### src/rtl/lcd_refresh_ctrl.sv
// lcd_refresh_ctrl: HD44780 16x2 character-LCD controller.
// Holds a 32-byte character buffer written by the system. After reset it waits for panel
// power-up, sends the initialisation commands and redraws the panel once. A refresh request
// redraws the panel from the buffer; requests arriving while busy collapse into one more redraw.
// Ports:
//   SYS_clk, SYS_rst        clock (rising edge), asynchronous active-high reset
//   wr_en/wr_addr/wr_data   buffer write port (addr 0-15 line 1, 16-31 line 2)
//   refresh                 redraw request, level sampled every cycle
//   ready                   1 when idle with nothing pending
//   LCD_DATA/EN/RS/RW/ON    panel parallel bus, strobe, register select, write-only, power
module lcd_refresh_ctrl #(
  parameter int unsigned EN_PULSE_CYC   = 16,
  parameter int unsigned CMD_WAIT_CYC   = 2000,
  parameter int unsigned CLR_WAIT_CYC   = 100000,
  parameter int unsigned PWRUP_WAIT_CYC = 1000000
) (
  input  logic       SYS_clk,
  input  logic       SYS_rst,
  input  logic       wr_en,
  input  logic [4:0] wr_addr,
  input  logic [7:0] wr_data,
  input  logic       refresh,
  output logic       ready,
  output logic [7:0] LCD_DATA,
  output logic       LCD_EN,
  output logic       LCD_RS,
  output logic       LCD_RW,
  output logic       LCD_ON
);

  localparam int unsigned MaxA   = (CMD_WAIT_CYC > EN_PULSE_CYC) ? CMD_WAIT_CYC : EN_PULSE_CYC;
  localparam int unsigned MaxB   = (CLR_WAIT_CYC > MaxA) ? CLR_WAIT_CYC : MaxA;
  localparam int unsigned MaxCyc = (PWRUP_WAIT_CYC > MaxB) ? PWRUP_WAIT_CYC : MaxB;
  localparam int unsigned CntW   = $clog2(MaxCyc + 1);

  localparam logic [CntW-1:0] PwrTgt = CntW'(PWRUP_WAIT_CYC);
  localparam logic [CntW-1:0] EnTgt  = CntW'(EN_PULSE_CYC);
  localparam logic [CntW-1:0] CmdTgt = CntW'(CMD_WAIT_CYC);
  localparam logic [CntW-1:0] ClrTgt = CntW'(CLR_WAIT_CYC);

  localparam logic [2:0] StPwrup = 3'd0;
  localparam logic [2:0] StSetup = 3'd1;
  localparam logic [2:0] StEnHi  = 3'd2;
  localparam logic [2:0] StHold  = 3'd3;
  localparam logic [2:0] StWait  = 3'd4;
  localparam logic [2:0] StIdle  = 3'd5;

  // Transfer index: 0-3 init commands, 4-37 the 34 refresh transfers.
  localparam logic [5:0] FirstRefIdx = 6'd4;
  localparam logic [5:0] LastIdx     = 6'd37;

  logic [2:0]       state_q, state_d;
  logic [CntW-1:0]  cnt_q, cnt_d, cnt_inc, wait_tgt;
  logic [5:0]       idx_q, idx_d;
  logic             pend_q, pend_d;
  logic [31:0][7:0] chr_q, chr_d;
  logic [7:0]       data_q, data_d;
  logic             rs_q, rs_d;
  logic             en_q, en_d;
  logic             ready_q, ready_d;
  logic             on_q;
  logic             start_xfer;

  // {RS, byte} for a given transfer index, reading the live buffer.
  function automatic logic [8:0] seq_byte(input logic [5:0] idx, input logic [31:0][7:0] chr);
    logic [5:0] r;
    logic [4:0] a;
    r = idx - FirstRefIdx;
    a = (r <= 6'd16) ? 5'(r - 6'd1) : 5'(r - 6'd2);
    if (idx == 6'd0)      seq_byte = {1'b0, 8'h38};
    else if (idx == 6'd1) seq_byte = {1'b0, 8'h0C};
    else if (idx == 6'd2) seq_byte = {1'b0, 8'h06};
    else if (idx == 6'd3) seq_byte = {1'b0, 8'h01};
    else if (r == 6'd0)   seq_byte = {1'b0, 8'h80};
    else if (r == 6'd17)  seq_byte = {1'b0, 8'hC0};
    else                  seq_byte = {1'b1, chr[a]};
  endfunction

  assign cnt_inc  = cnt_q + 1'b1;
  assign wait_tgt = (!rs_q && data_q == 8'h01) ? ClrTgt : CmdTgt;

  always_comb begin
    chr_d = chr_q;
    if (wr_en) chr_d[wr_addr] = wr_data;
  end

  always_comb begin
    state_d    = state_q;
    cnt_d      = cnt_q;
    idx_d      = idx_q;
    pend_d     = pend_q;
    data_d     = data_q;
    rs_d       = rs_q;
    start_xfer = 1'b0;
    if (refresh && state_q != StIdle) pend_d = 1'b1;

    case (state_q)
      StPwrup: begin
        if (cnt_inc == PwrTgt) begin
          idx_d      = 6'd0;
          start_xfer = 1'b1;
        end else begin
          cnt_d = cnt_inc;
        end
      end
      StSetup: begin
        state_d = StEnHi;
        cnt_d   = '0;
      end
      StEnHi: begin
        if (cnt_inc == EnTgt) begin
          state_d = StHold;
          cnt_d   = '0;
        end else begin
          cnt_d = cnt_inc;
        end
      end
      StHold: begin
        state_d = StWait;
        cnt_d   = '0;
      end
      StWait: begin
        if (cnt_inc == wait_tgt) begin
          if (idx_q != LastIdx) begin
            idx_d      = idx_q + 6'd1;
            start_xfer = 1'b1;
          end else if (pend_q || refresh) begin
            // Chain straight into another redraw; ready never rises in between.
            idx_d      = FirstRefIdx;
            pend_d     = 1'b0;
            start_xfer = 1'b1;
          end else begin
            state_d = StIdle;
          end
        end else begin
          cnt_d = cnt_inc;
        end
      end
      StIdle: begin
        if (refresh) begin
          idx_d      = FirstRefIdx;
          start_xfer = 1'b1;
        end
      end
      default: state_d = StPwrup;
    endcase

    if (start_xfer) begin
      state_d        = StSetup;
      cnt_d          = '0;
      {rs_d, data_d} = seq_byte(idx_d, chr_q);
    end
  end

  // Outputs are registered from the next state so they line up with the state register.
  assign en_d    = (state_d == StEnHi);
  assign ready_d = (state_d == StIdle);

  always_ff @(posedge SYS_clk or posedge SYS_rst) begin
    if (SYS_rst) begin
      state_q <= StPwrup;
      cnt_q   <= '0;
      idx_q   <= '0;
      pend_q  <= 1'b0;
      chr_q   <= {32{8'h20}};
      data_q  <= 8'h00;
      rs_q    <= 1'b0;
      en_q    <= 1'b0;
      ready_q <= 1'b0;
      on_q    <= 1'b0;
    end else begin
      state_q <= state_d;
      cnt_q   <= cnt_d;
      idx_q   <= idx_d;
      pend_q  <= pend_d;
      chr_q   <= chr_d;
      data_q  <= data_d;
      rs_q    <= rs_d;
      en_q    <= en_d;
      ready_q <= ready_d;
      on_q    <= 1'b1;
    end
  end

  assign ready    = ready_q;
  assign LCD_DATA = data_q;
  assign LCD_EN   = en_q;
  assign LCD_RS   = rs_q;
  assign LCD_RW   = 1'b0;
  assign LCD_ON   = on_q;

endmodule

### config.mk
export PLATFORM = sky130hd
export DESIGN_NAME = lcd_refresh_ctrl
export DESIGN_NICKNAME = d
export VERILOG_FILES = /design/src/rtl/lcd_refresh_ctrl.sv
export SDC_FILE = /design/constraint.sdc
export NUM_CORES = 1
export LEC_CHECK = 0
export BUFFER_PORTS_ARGS = -buffer_cell sky130_fd_sc_hd__clkbuf_2
export CAP_MARGIN = 20
export CORE_MARGIN = 4
export CORE_UTILIZATION = 55
export DETAILED_ROUTE_END_ITERATION = 8
export PLACE_DENSITY = 0.74
export REMOVE_ABC_BUFFERS = 1
export SYNTH_ARGS = -nofsm -noshare
export SYNTH_HDL_FRONTEND = slang
export SYNTH_SLANG_ARGS = --single-unit
### constraint.sdc
create_clock -name SYS_clk -period 9.21 [get_ports SYS_clk]
set_clock_uncertainty 0.05 [all_clocks]
set_input_delay 0.921 -clock SYS_clk [delete_from_list [all_inputs] [get_ports SYS_clk]]
set_output_delay 0.921 -clock SYS_clk [all_outputs]
set_load 0.02 [all_outputs]
==> results.json <==
{
  "post-synth-top-area-fraction": 0.413,
  "initial_utilization": 0.559,
  "worst_skew_pair_later_pin_latency_ns": 0.58,
  "yosys-mux-area-fraction": 0.198,
  "critical_path.cell_chain": "ha_1 > nand3_2 > nor2_1 > xnor2_1 > nor4_1 > o211a_1 > a21oi_1 > o31ai_2 > inv_1 > ha_1 > nor4_1 > nor2_1 > a21oi_1 > a22o_2 > buf_4 > mux2i_1 > a222oi_1 > a32o_1 > a211o_1",
  "largest_delay_share_family_worst_path": "compound AO/OA/AOI/OAI gates",
  "placementRows": 62,
  "finalCriticalPeriod_ns": 6.94,
  "biggest_fanout_along_the_worst_timing_path": 31,
  "final_core_utilization": 0.608,
  "timing.hold.worst.class": "reg2reg",
  "dr.pass1.iters": 6,
  "max-slew-margin-rel": 0.218,
  "buffer_ports.inserted": 28,
  "synth_top_family_by_area": "multiplexers",
  "synth-edff-count": 0,
  "clock_path_buffers": 3,
  "grt_antenna_before_repair": 1,
  "yosys.area_share.xor_xnor": 0.0114,
  "synthTopCellsByArea": "dfrtp_1, mux2_2, dfstp_2, nand2_1, nor2_1",
  "synthesized_instance_count": 1523,
  "worst-endpoint-arrival_ns": 7.36,
  "yosysMostFrequentCell": "dfrtp_1",
  "multi_input_area_mm2": 0.00805,
  "cts_tree": "done",
  "outcome": "completed",
  "post_cts_buffers": 0,
  "synth_sequential_area_ratio": 0.466,
  "die-area_mm2": 0.0321,
  "rsz0062_at_grt": "no",
  "netlist_top_cells_count": "dfrtp_1, mux2_2, nand2_1",
  "via_count": 12744,
  "drt_drc_violations_left": 0,
  "placement.cell_area_mm2": 0.0164,
  "syn_area_per_cell_um2": 10.6,
  "drv_cap": 0,
  "grt_pass1_vias": 12428,
  "timing.fmax_mhz": 144,
  "clock_tree.htree_level_count": 1,
  "core_area_mm2": 0.0288,
  "yosys.area_share.adder": 0.0109,
  "grt_first_pass_wirelength_um": 70900,
  "synthesized_area_mm2": 0.0161,
  "final_critical_path_share_of_the_clock_period": 0.754,
  "cts.sink_count": 298,
  "grt_start_max_net_pins": 162,
  "finalWeightedCongestion": 0.982,
  "cpPeakStageDelay_ns": 0.76,
  "io_pins": 30,
  "clock_tree.root_cell": "clkbuf_16",
  "timing_worst_slew_pin_value_ns": 1.16,
  "yosys_most_used_dff": "dfrtp_1",
  "post_route_cells_drive_above_1_share": 0.277,
  "finalWorstSetupSlack_ns": 2.27,
  "synth_compound_gate_area_share": 0.145,
  "crit_path_end_kind": "flop",
  "clkSlewWorstSetupHoldPaths_ns": 0.06,
  "clock_power_share": 0.196,
  "tns_ns": 0,
  "sequentialPowerShare": 0.279,
  "async_flop_share": 1.00,
  "detail_route.wirelength_um": 45200,
  "internal_power_w": 0.00348,
  "grt_overflow": 0,
  "area.sequential_mm2": 0.00750,
  "critPathKind": "reg2reg",
  "cellPowerDensity_mw_per_mm2": 370,
  "start_kind": "flop",
  "max-vdd-ir-drop_mv": 0.242,
  "netSwitchingFraction": 0.462,
  "initialDrtViolationCount": 1471,
  "req_time_crit_path_ns": 9.63,
  "cts_hold_repair.buffers": 0,
  "antenna-diode-count": 0,
  "global_route.usage.total": 0.282,
  "postSynthRegisterBits": 298,
  "synth_simple_gate_area_share": 0.134,
  "drv_slew": 0,
  "flow.area_growth_from_synthesis_pct": 8.62,
  "finalNetCount": 1535,
  "inserted_clock_buffers": 31,
  "library_cell_occupying_the_most_area_in_the_post_synthesis_netlist": "dfrtp_1",
  "vias_per_cell": 6.66,
  "hpwl_um": 29500,
  "cts-resized-gates": 0,
  "place_ws_ns": 2.41,
  "yosys_warnings": 0,
  "power_leakage_nw": 7.45,
  "timing.final.setup_violations": 0,
  "critical_path.n_buffers_inverters": 2,
  "share_comb_of_total_power": 0.525,
  "netSwitchingPower_w": 0.00299,
  "crit_path_top_delay_cell": "o31ai_2",
  "synth.lib_cells_used.distinct": 89,
  "avgRoutedWirePerCell_um": 23.6,
  "fin_area_mm2": 0.0175,
  "detail_route_antenna_nets": 0,
  "floorplan.die.height_um": 179,
  "report.final.hold_viol_count": 0,
  "die_w_um": 179,
  "totalPowerFinal_w": 0.00647,
  "nFillCells": 2344
}
==> path summary, 6_finish.rpt <==
kind | from | to | slack (ns) | cells after the start
min reg2reg | chr_q[79]$_DFFE_PP0P_ | chr_q[79]$_DFFE_PP0P_ | 0.46 | 1
max | cnt_q[0]$_DFFE_PP0P_ | LCD_DATA[0]$_DFFE_PP0P_ | 2.27 | 19
min | chr_q[79]$_DFFE_PP0P_ | chr_q[79]$_DFFE_PP0P_ | 0.46 | 1
max in group asynchronous | SYS_rst | chr_q[148]$_DFFE_PP0P_ | 7.16 | 3
min in group asynchronous | SYS_rst | cnt_q[3]$_DFFE_PP0P_ | 0.52 | 2
max reg2reg | cnt_q[0]$_DFFE_PP0P_ | LCD_DATA[0]$_DFFE_PP0P_ | 2.27 | 19
==> logic make-up after synthesis <==
| family | Yosys count |
|---|---|
| compound gates | 329 |
| xor+xnor | 21 |
| fa+ha+maj | 14 |
| buf+inv | 130 |
| flops | 298 |
| mux | 284 |
| other cells | 2 |
| simple gates | 445 |
==> metrics by stage <==
step	cells	hold slack, ns
detailed placement	1853	0.442
global placement	1853	0.433
floorplan	1420	0.424
CTS	1911	0.456
global route	1913	0.461
finish	1913	0.455
==> layout make-up <==
class | instances | area share
multi-input combinational | 1095 | 0.460
clock inverter | 12 | 0.00773
inverter | 27 | 0.00622
sequential | 298 | 0.429
clock buffer | 46 | 0.0510
tap | 384 | 0.0275
timing repair buffer | 51 | 0.0187
==> power by group through the flow <==
stage	Clock, W	Sequential (W)	Combinational [W]
floorplan	0	0.00178	0.00216
global placement	0	0.00180	0.00324
detailed placement	0	0.00182	0.00329
CTS	0.00128	0.00180	0.00331
global route	0.00134	0.00184	0.00363
finish	0.00127	0.00180	0.00340
==> layer usage <==
| layer | up-vias | track usage | wire, um |
|---|---|---|---|
| met3 | 139 | 0.0512 | 3680 |
| met4 | 2 | 0.105 | 1880 |
| met2 | 567 | 0.443 | 20700 |
| met5 | - | 0 | 12 |
| li1 | 5638 | - | - |
| met1 | 6398 | 0.395 | 18900 |
==> flip-flops by register name, indices dropped and copies added (netlist names) <==
name	cells
LCD_DATA	8
LCD_RS	1
pend_q	1
cnt_q	20
chr_q	256
idx_q	6
LCD_EN	1
LCD_ON	1
state_q	3
ready	1
==> cells in the final DEF, fill, tap and decap left out, types with 19 or more instances in the layout <==
cell type  instances
clkbuf_2          29
o21ai_0           52
dfstp_2           32
nand4_1           19
dfrtp_1          266
inv_1             24
a21oi_1           52
clkbuf_16         31
nand2_1          177
nor2_1            91
nor3_1            19
mux2i_1           22
o22ai_1           51
buf_4             20
nand3_1           44
mux2_2           258
Power figures use the tool's default switching activity.
